<file path="config.mk">
export PLATFORM = sky130hd
export DESIGN_NAME = x_mem_arb_flat
export DESIGN_NICKNAME = d
export VERILOG_FILES = /design/src/rtl/x_mem_arb_if.sv /design/src/rtl/x_mem_arb.sv /design/src/flat_wrapper.sv
export SDC_FILE = /design/constraint.sdc
export NUM_CORES = 1
export LEC_CHECK = 0
export ABC_AREA = 1
export CORE_AREA = 4 4 103 105
export DETAILED_ROUTE_END_ITERATION = 8
export DIE_AREA = 0 0 107 109
export PLACE_DENSITY = 0.69
export SLEW_MARGIN = 20
export SYNTH_ARGS = -nofsm -noshare
export SYNTH_HDL_FRONTEND = slang
export SYNTH_SLANG_ARGS = --single-unit
</file>
<file path="constraint.sdc">
create_clock -name i_clk -period 3.5 [get_ports i_clk]
set_clock_uncertainty 0.1 [all_clocks]
set_input_delay 0.35 -clock i_clk [delete_from_list [all_inputs] [get_ports i_clk]]
set_output_delay 0.35 -clock i_clk [all_outputs]
set_load 0.05 [all_outputs]
</file>
<file path="src/rtl/x_mem_arb_if.sv">
// Bus bundle between the memory arbiter and its N requesters plus the shared memory port.
// Signal names are taken from the arbiter's point of view (i_ = into the arbiter).
interface x_mem_arb_if #(
    parameter int N = 2
);
    localparam int DATA_W = 32;

    logic [N-1:0]        i_req_valid;
    logic [N-1:0]        i_req_rnw;
    logic [N*DATA_W-1:0] i_req_addr;
    logic [N*DATA_W-1:0] i_req_data;
    logic [N-1:0]        o_req_accept;
    logic [DATA_W-1:0]   o_req_data;
    logic [N-1:0]        o_grant;
    logic                o_valid;
    logic                o_rnw;
    logic [DATA_W-1:0]   o_addr;
    logic [DATA_W-1:0]   o_data;
    logic                i_accept;
    logic [DATA_W-1:0]   i_data;

    modport slave (
        input  i_req_valid, i_req_rnw, i_req_addr, i_req_data, i_accept, i_data,
        output o_req_accept, o_req_data, o_grant, o_valid, o_rnw, o_addr, o_data
    );

    modport master (
        output i_req_valid, i_req_rnw, i_req_addr, i_req_data, i_accept, i_data,
        input  o_req_accept, o_req_data, o_grant, o_valid, o_rnw, o_addr, o_data
    );
endinterface

</file>
<file path="src/rtl/x_mem_arb.sv">
// Round-robin arbiter sharing one single-port memory between N valid/accept requesters.
// A winner keeps the port until its request is accepted; grant is combinational.
module x_mem_arb #(
    parameter int N = 2
) (
    input logic       i_clk,
    input logic       i_nrst,
    x_mem_arb_if.slave bus
);
    localparam int DATA_W = 32;
    localparam int IW     = $clog2(N);

    typedef enum logic {
        IDLE,
        OWNED
    } state_t;

    state_t        state_q, state_d;
    logic [IW-1:0] owner_q, owner_d;
    logic [IW-1:0] ptr_q, ptr_d;
    logic [IW-1:0] win_idx;
    logic [IW-1:0] scan_idx;
    logic [IW-1:0] g;
    logic [IW+4:0] base;
    logic          present;
    logic [N-1:0]  grant_oh;

    function automatic logic [IW-1:0] next_idx(input logic [IW-1:0] idx);
        return (idx == IW'(N - 1)) ? '0 : idx + IW'(1);
    endfunction

    // Scan from the highest offset down so the requester closest to ptr wins.
    always_comb begin
        win_idx  = '0;
        scan_idx = '0;
        for (int i = N - 1; i >= 0; i--) begin
            scan_idx = IW'((int'(ptr_q) + i) % N);
            if (bus.i_req_valid[scan_idx]) begin
                win_idx = scan_idx;
            end
        end
    end

    assign g        = (state_q == OWNED) ? owner_q : win_idx;
    assign base     = {g, 5'd0};
    assign present  = i_nrst & bus.i_req_valid[g];
    assign grant_oh = present ? (N'(1) << g) : '0;

    assign bus.o_grant      = grant_oh;
    assign bus.o_valid      = present;
    assign bus.o_rnw        = present & bus.i_req_rnw[g];
    assign bus.o_addr       = present ? bus.i_req_addr[base +: DATA_W] : '0;
    assign bus.o_data       = present ? bus.i_req_data[base +: DATA_W] : '0;
    assign bus.o_req_accept = (present & bus.i_accept) ? grant_oh : '0;
    assign bus.o_req_data   = bus.i_data;

    always_comb begin
        state_d = state_q;
        owner_d = owner_q;
        ptr_d   = ptr_q;
        case (state_q)
            IDLE: begin
                if (present) begin
                    if (bus.i_accept) begin
                        ptr_d = next_idx(g);
                    end else begin
                        owner_d = g;
                        state_d = OWNED;
                    end
                end
            end
            OWNED: begin
                // A dropped owner valid releases the port without moving ptr.
                state_d = IDLE;
                if (present) begin
                    if (bus.i_accept) begin
                        ptr_d = next_idx(owner_q);
                    end else begin
                        state_d = OWNED;
                    end
                end
            end
            default: state_d = IDLE;
        endcase
    end

    always_ff @(posedge i_clk or negedge i_nrst) begin
        if (!i_nrst) begin
            state_q <= IDLE;
            owner_q <= '0;
            ptr_q   <= '0;
        end else begin
            state_q <= state_d;
            owner_q <= owner_d;
            ptr_q   <= ptr_d;
        end
    end
endmodule

</file>
<file path="src/flat_wrapper.sv">
// flat-port wrapper written by rule: the top's interface ports become plain ports
module x_mem_arb_flat 
#(
    parameter int N = 2
)
  (i_clk, i_nrst, bus_i_req_valid, bus_i_req_rnw, bus_i_req_addr, bus_i_req_data, bus_i_accept, bus_i_data, bus_o_req_accept, bus_o_req_data, bus_o_grant, bus_o_valid, bus_o_rnw, bus_o_addr, bus_o_data);
  x_mem_arb_if #(.N(N)) bus_i ();
  input logic i_clk;
  input logic i_nrst;
  input wire logic [$bits(bus_i.i_req_valid)-1:0] bus_i_req_valid;
  input wire logic [$bits(bus_i.i_req_rnw)-1:0] bus_i_req_rnw;
  input wire logic [$bits(bus_i.i_req_addr)-1:0] bus_i_req_addr;
  input wire logic [$bits(bus_i.i_req_data)-1:0] bus_i_req_data;
  input wire logic [$bits(bus_i.i_accept)-1:0] bus_i_accept;
  input wire logic [$bits(bus_i.i_data)-1:0] bus_i_data;
  output wire logic [$bits(bus_i.o_req_accept)-1:0] bus_o_req_accept;
  output wire logic [$bits(bus_i.o_req_data)-1:0] bus_o_req_data;
  output wire logic [$bits(bus_i.o_grant)-1:0] bus_o_grant;
  output wire logic [$bits(bus_i.o_valid)-1:0] bus_o_valid;
  output wire logic [$bits(bus_i.o_rnw)-1:0] bus_o_rnw;
  output wire logic [$bits(bus_i.o_addr)-1:0] bus_o_addr;
  output wire logic [$bits(bus_i.o_data)-1:0] bus_o_data;
  assign bus_i.i_req_valid = bus_i_req_valid;
  assign bus_i.i_req_rnw = bus_i_req_rnw;
  assign bus_i.i_req_addr = bus_i_req_addr;
  assign bus_i.i_req_data = bus_i_req_data;
  assign bus_i.i_accept = bus_i_accept;
  assign bus_i.i_data = bus_i_data;
  assign bus_o_req_accept = bus_i.o_req_accept;
  assign bus_o_req_data = bus_i.o_req_data;
  assign bus_o_grant = bus_i.o_grant;
  assign bus_o_valid = bus_i.o_valid;
  assign bus_o_rnw = bus_i.o_rnw;
  assign bus_o_addr = bus_i.o_addr;
  assign bus_o_data = bus_i.o_data;
  x_mem_arb #(.N(N)) u_core (.i_clk(i_clk), .i_nrst(i_nrst), .bus(bus_i));
endmodule
</file>
# == Word level (Yosys, flattened, before mapping) ==
# Index checks and enable logic that the tools add are counted.
# op_classes
shift,3
n_reduce_logical,2
order_cmp,3
eq_ne,4
n_mux,24
add_sub_neg,3
n_bitwise,5
# ops
op,count
64-bit by 7-bit variable part select with 32-bit output,2
32-bit 2-to-1 mux,2
1-bit 2-to-1 mux,19
1-bit by 2-bit < comparator with 1-bit output (second input constant),3
2-bit != test (second input constant),3
2-bit 2-to-1 mux,2
4-bit AND reduction,1
1-bit adder (second input constant),3
1-bit bitwise AND,3
3-bit AND reduction,1
2-bit by 1-bit != test with 1-bit output (second input constant),1
1-bit inverter,2
1-bit one-hot mux with 2 select lines,1
1-bit by 1-bit << shifter with 2-bit output (first input constant),1
# word_totals
inputBits,167
output_inout_bits,102
wordCells,47
reg_bits,3

# == Logic depth before layout (Yosys ltp) ==
# depth
word_depth,11
ltp_mapped,10
depth_no_buf,9

# == Worst setup path after synthesis ==
# OpenSTA, ideal clock, no wires.
# synth_path
path_kind,reg-to-output
from,reg u_core.state_q
to,out bus_o_addr[0]
path_stages_with_launch,8
path_buffers,2
arrival_time_ps,1845
required_time_ps,3050
setup_slack_ps,1205
path_cell_list,dfrtp_1 -> nor2_2 -> nand2_2 -> nand2_2 -> buf_2 -> buf_2 -> nand2_1 -> a21oi_1
# synth_via
elab_chain_len,5
word_cells_on_any_way,6
cone_classes,shift (1); mux (4); bitwise (1)
# synth_lines
item,line,text
from (decl),x_mem_arb.sv:18,"state_t state_q, state_d;"
from (signal assigned),x_mem_arb.sv:93,state_q <= state_d;
1-bit 2-to-1 mux (*),x_mem_arb.sv:44,assign g = (state_q == OWNED) ? owner_q : win_idx;
"parallel branches: the longest is 3 deep, another holds 64-bit by 7-bit variable part select with 32-bit output",--,
32-bit 2-to-1 mux (*),x_mem_arb.sv:52,assign bus.o_addr = present ? bus.i_req_addr[base +: DATA_W] : '0;
to (decl),flat_wrapper.sv:21,output wire logic [$bits(bus_i.o_addr)-1:0] bus_o_addr;
# Every way passes the cells marked *. The select of a mux whose other input is x is not followed.

# == Final worst setup path ==
# layout_path
from,in bus_i_req_valid[1]
to,out bus_o_data[2]
# layout_via
elab_chain_len,9
word_cells_on_any_way,12
cone_classes,shift (1); mux (10); bitwise (1)
# layout_lines
item,line,text
from (decl),flat_wrapper.sv:10,input wire logic [$bits(bus_i.i_req_valid)-1:0] bus_i_req_valid;
"parallel branches: the longest is 8 deep, another holds 64-bit by 7-bit variable part select with 32-bit output",--,
32-bit 2-to-1 mux (*),x_mem_arb.sv:53,assign bus.o_data = present ? bus.i_req_data[base +: DATA_W] : '0;
to (decl),flat_wrapper.sv:22,output wire logic [$bits(bus_i.o_data)-1:0] bus_o_data;
# Marks and branches as above.

==> results_dict.tcl <==
set metrics [dict create \
    outcome "completed" \
    regArea_um2 75.1 \
    cell_internal_pwr_mw 0.509 \
    combPwrFrac_pct 85.0 \
    place_inst 572 \
    end_kind "primary output" \
    grt_pass1_wl_um 11700 \
    ios 269 \
    hold_slack_ns 0.301 \
    worstMarginPinSlew_ns 0.496 \
    cts_sinks 3 \
    yosysTopAreaCell "nand2_1" \
    worstPathRequired_ns 3.05 \
    synth_fp_nets 449 \
    route.detailed.drc 0 \
    p_seq_share_pct 4.6 \
    tns_ns 0 \
    final_cell_mix "139 x nand2_1, 134 x clkdlybuf4s50_1, 71 x buf_12, 45 x a21oi_1, 20 x a21oi_2" \
    area_delta_synth_final_pct 181 \
    hold_viol 0 \
    switchingPower_mw 0.445 \
    place_hpwl_um 6680 \
    power_frac_clock_pct 10.4 \
    grt_pass1_vias 2409 \
    final_layout_size_suffix_gt1_share_pct 23.5 \
    slew_headroom_pct 66.9 \
    crit_type "in2out" \
    cellLeakagePower_nw 1.68 \
    cts_max_level 1 \
    antenna_found_initial 0 \
    synth.distinct_cells 15 \
    worstPathArrival_ns 2.51 \
    die_y_um 109 \
    drt_iter0_drc 121 \
    r2r-end "u_core.state_q$_DFF_PN0_" \
    die_w_um 107 \
    r2r_start "u_core.state_q$_DFF_PN0_" \
    initial_core_util_pct 15.2 \
    cts-root-buf "clkbuf_8" \
    drv_cap 0 \
    dr.pass1.iters 4 \
    synth_seq_cells 3 \
    yosys_warnings 0 \
    rsz0062_at_grt "false" \
    cp_max_fo 37 \
    post_cts_buffers 0 \
    mostFrequentLayoutCell "nand2_1" \
    wl_per_cell_um 13.6 \
    stdcell_count 576 \
    viasPerCell 4.13 \
    coreArea_um2 9640 \
    yosysSeqAreaShare_pct 5.12 \
    rr_worst_depth 9 \
    tritoncts "yes" \
    numCtsBuffers 3 \
    fmax_mhz 338 \
    routed_wl_um 7840 \
    cts_resized 0 \
    multi_input_area_um2 1000 \
    hold_path_class "in2async" \
    peakVddDrop_v 0.000218 \
    cp-start-kind "input pin" \
    synth_area_leaders "nand2_1 36%, buf_4 17%, a21oi_1 15%" \
    row_count 36 \
    n_antenna_cell 0 \
    synthCells 282 \
    dieArea_um2 11700 \
    clockBufferDepth 2 \
    fillers 976 \
    grt_use_total_pct 12.3 \
    vias 2381 \
    drtAntennaViolNets 0 \
    insertion_delay_ns 0.21 \
    swShare_pct 46.6 \
    port_buffers 204 \
    final_nets 611 \
    postCtsHoldBufs 0 \
    synth.avg_cell_area_um2 5.20 \
    overflow 0 \
    setup-violations-final 0 \
    post-route-period-util_pct 84.6 \
    power_density_nw_per_um2 232 \
    min_period_ns 2.96 \
    routabilityCongestion 0.774 \
    grt_max_degree 38 \
    clk_pin_slew_ns 0.03 \
    cp-startpoint "bus_i_req_valid[1]" \
    reg2reg_setup_slack_ns 1.68 \
    maxSlewViolCount 0 \
    yosysTopAreaCellShare_pct 35.6 \
    netlist_area_um2 1470 \
]
## synthesized netlist by cell type
cell,instances
nor2_1,4
nand2_1,139
a21oi_2,20
buf_2,12
a21oi_1,45
buf_4,34
nand3_1,4
clkbuf_1,4
nor2_2,1
nand2_2,3
inv_2,1
buf_6,3
nand4_1,3
inv_1,6
dfrtp_1,3
## routing by layer
metal	vias to the layer above	global-route usage [%]	wire, um
met5	-	0	0
met4	0	4.57	263
li1	1190	-	-
met3	30	4.20	787
met2	140	23.9	4210
met1	1021	11.9	2580
## power groups by stage
stage	combinational, mW	clock, mW	sequential (mW)
floorplan	0.479	0	0.0431
global route	0.858	0.105	0.0442
global placement	0.808	0	0.0438
CTS	0.820	0.103	0.0437
detailed placement	0.817	0	0.0440
finish	0.811	0.0996	0.0436
## critical path, cell delays in order
cell and delay [ns]:
clkdlybuf4s50_1 0.49, inv_1 0.07, nor2_2 0.09, nand2_2 0.07
nand2_2 0.08, buf_4 0.31, nand2_1 0.10, nand2_1 0.10
nand2_2 0.05, buf_4 0.28, a21oi_1 0.32, buf_12 0.18
## cell type report
type,instances,share of cell area [%]
Timing Repair Buffer,210,68.1
Clock buffer,4,1.09
Multi-Input combinational cell,219,24.3
Tap cell,133,4.05
Sequential cell,3,1.82
Inverter,7,0.639
## worst max-delay path by stage
stage / end / slack [ns] / cells after the start
6_report: bus_o_data[2] / 0.54 / 12
5_1_grt: bus_o_addr[24] / 0.34 / 12
4_1_cts: bus_o_addr[24] / 0.50 / 12
3_5_place_dp: bus_o_addr[24] / 0.51 / 12
3_3_place_gp: bus_o_rnw / 0.61 / 12
2_1_floorplan: bus_o_addr[0] / 1.21 / 7
## flip-flops by register name (all words and copies together), names as in the netlist
signal and flops:
u_core.state_q 1, u_core.owner_q 1, u_core.ptr_q 1
## kinds of logic after synthesis
group | Yosys count | synth area share, %
simple gates | 154 | 41.0
flops | 3 | 5.12
compound gates | 65 | 27.3
buf+inv | 60 | 26.6
## stage by stage
stage | util [%] | worst slack (ns) | power (mW) | instance area [um2]
after global placement | 42.2 | 0.606 | 0.852 | 4070
after CTS | 42.7 | 0.505 | 0.967 | 4110
final | 42.7 | 0.538 | 0.954 | 4110
after floorplan | - | 1.21 | 0.522 | 1470
after detailed placement | 42.2 | 0.510 | 0.861 | 4070
after global routing | 42.7 | 0.337 | 1.01 | 4110
No activity file was read; power rests on OpenSTA's default activity.
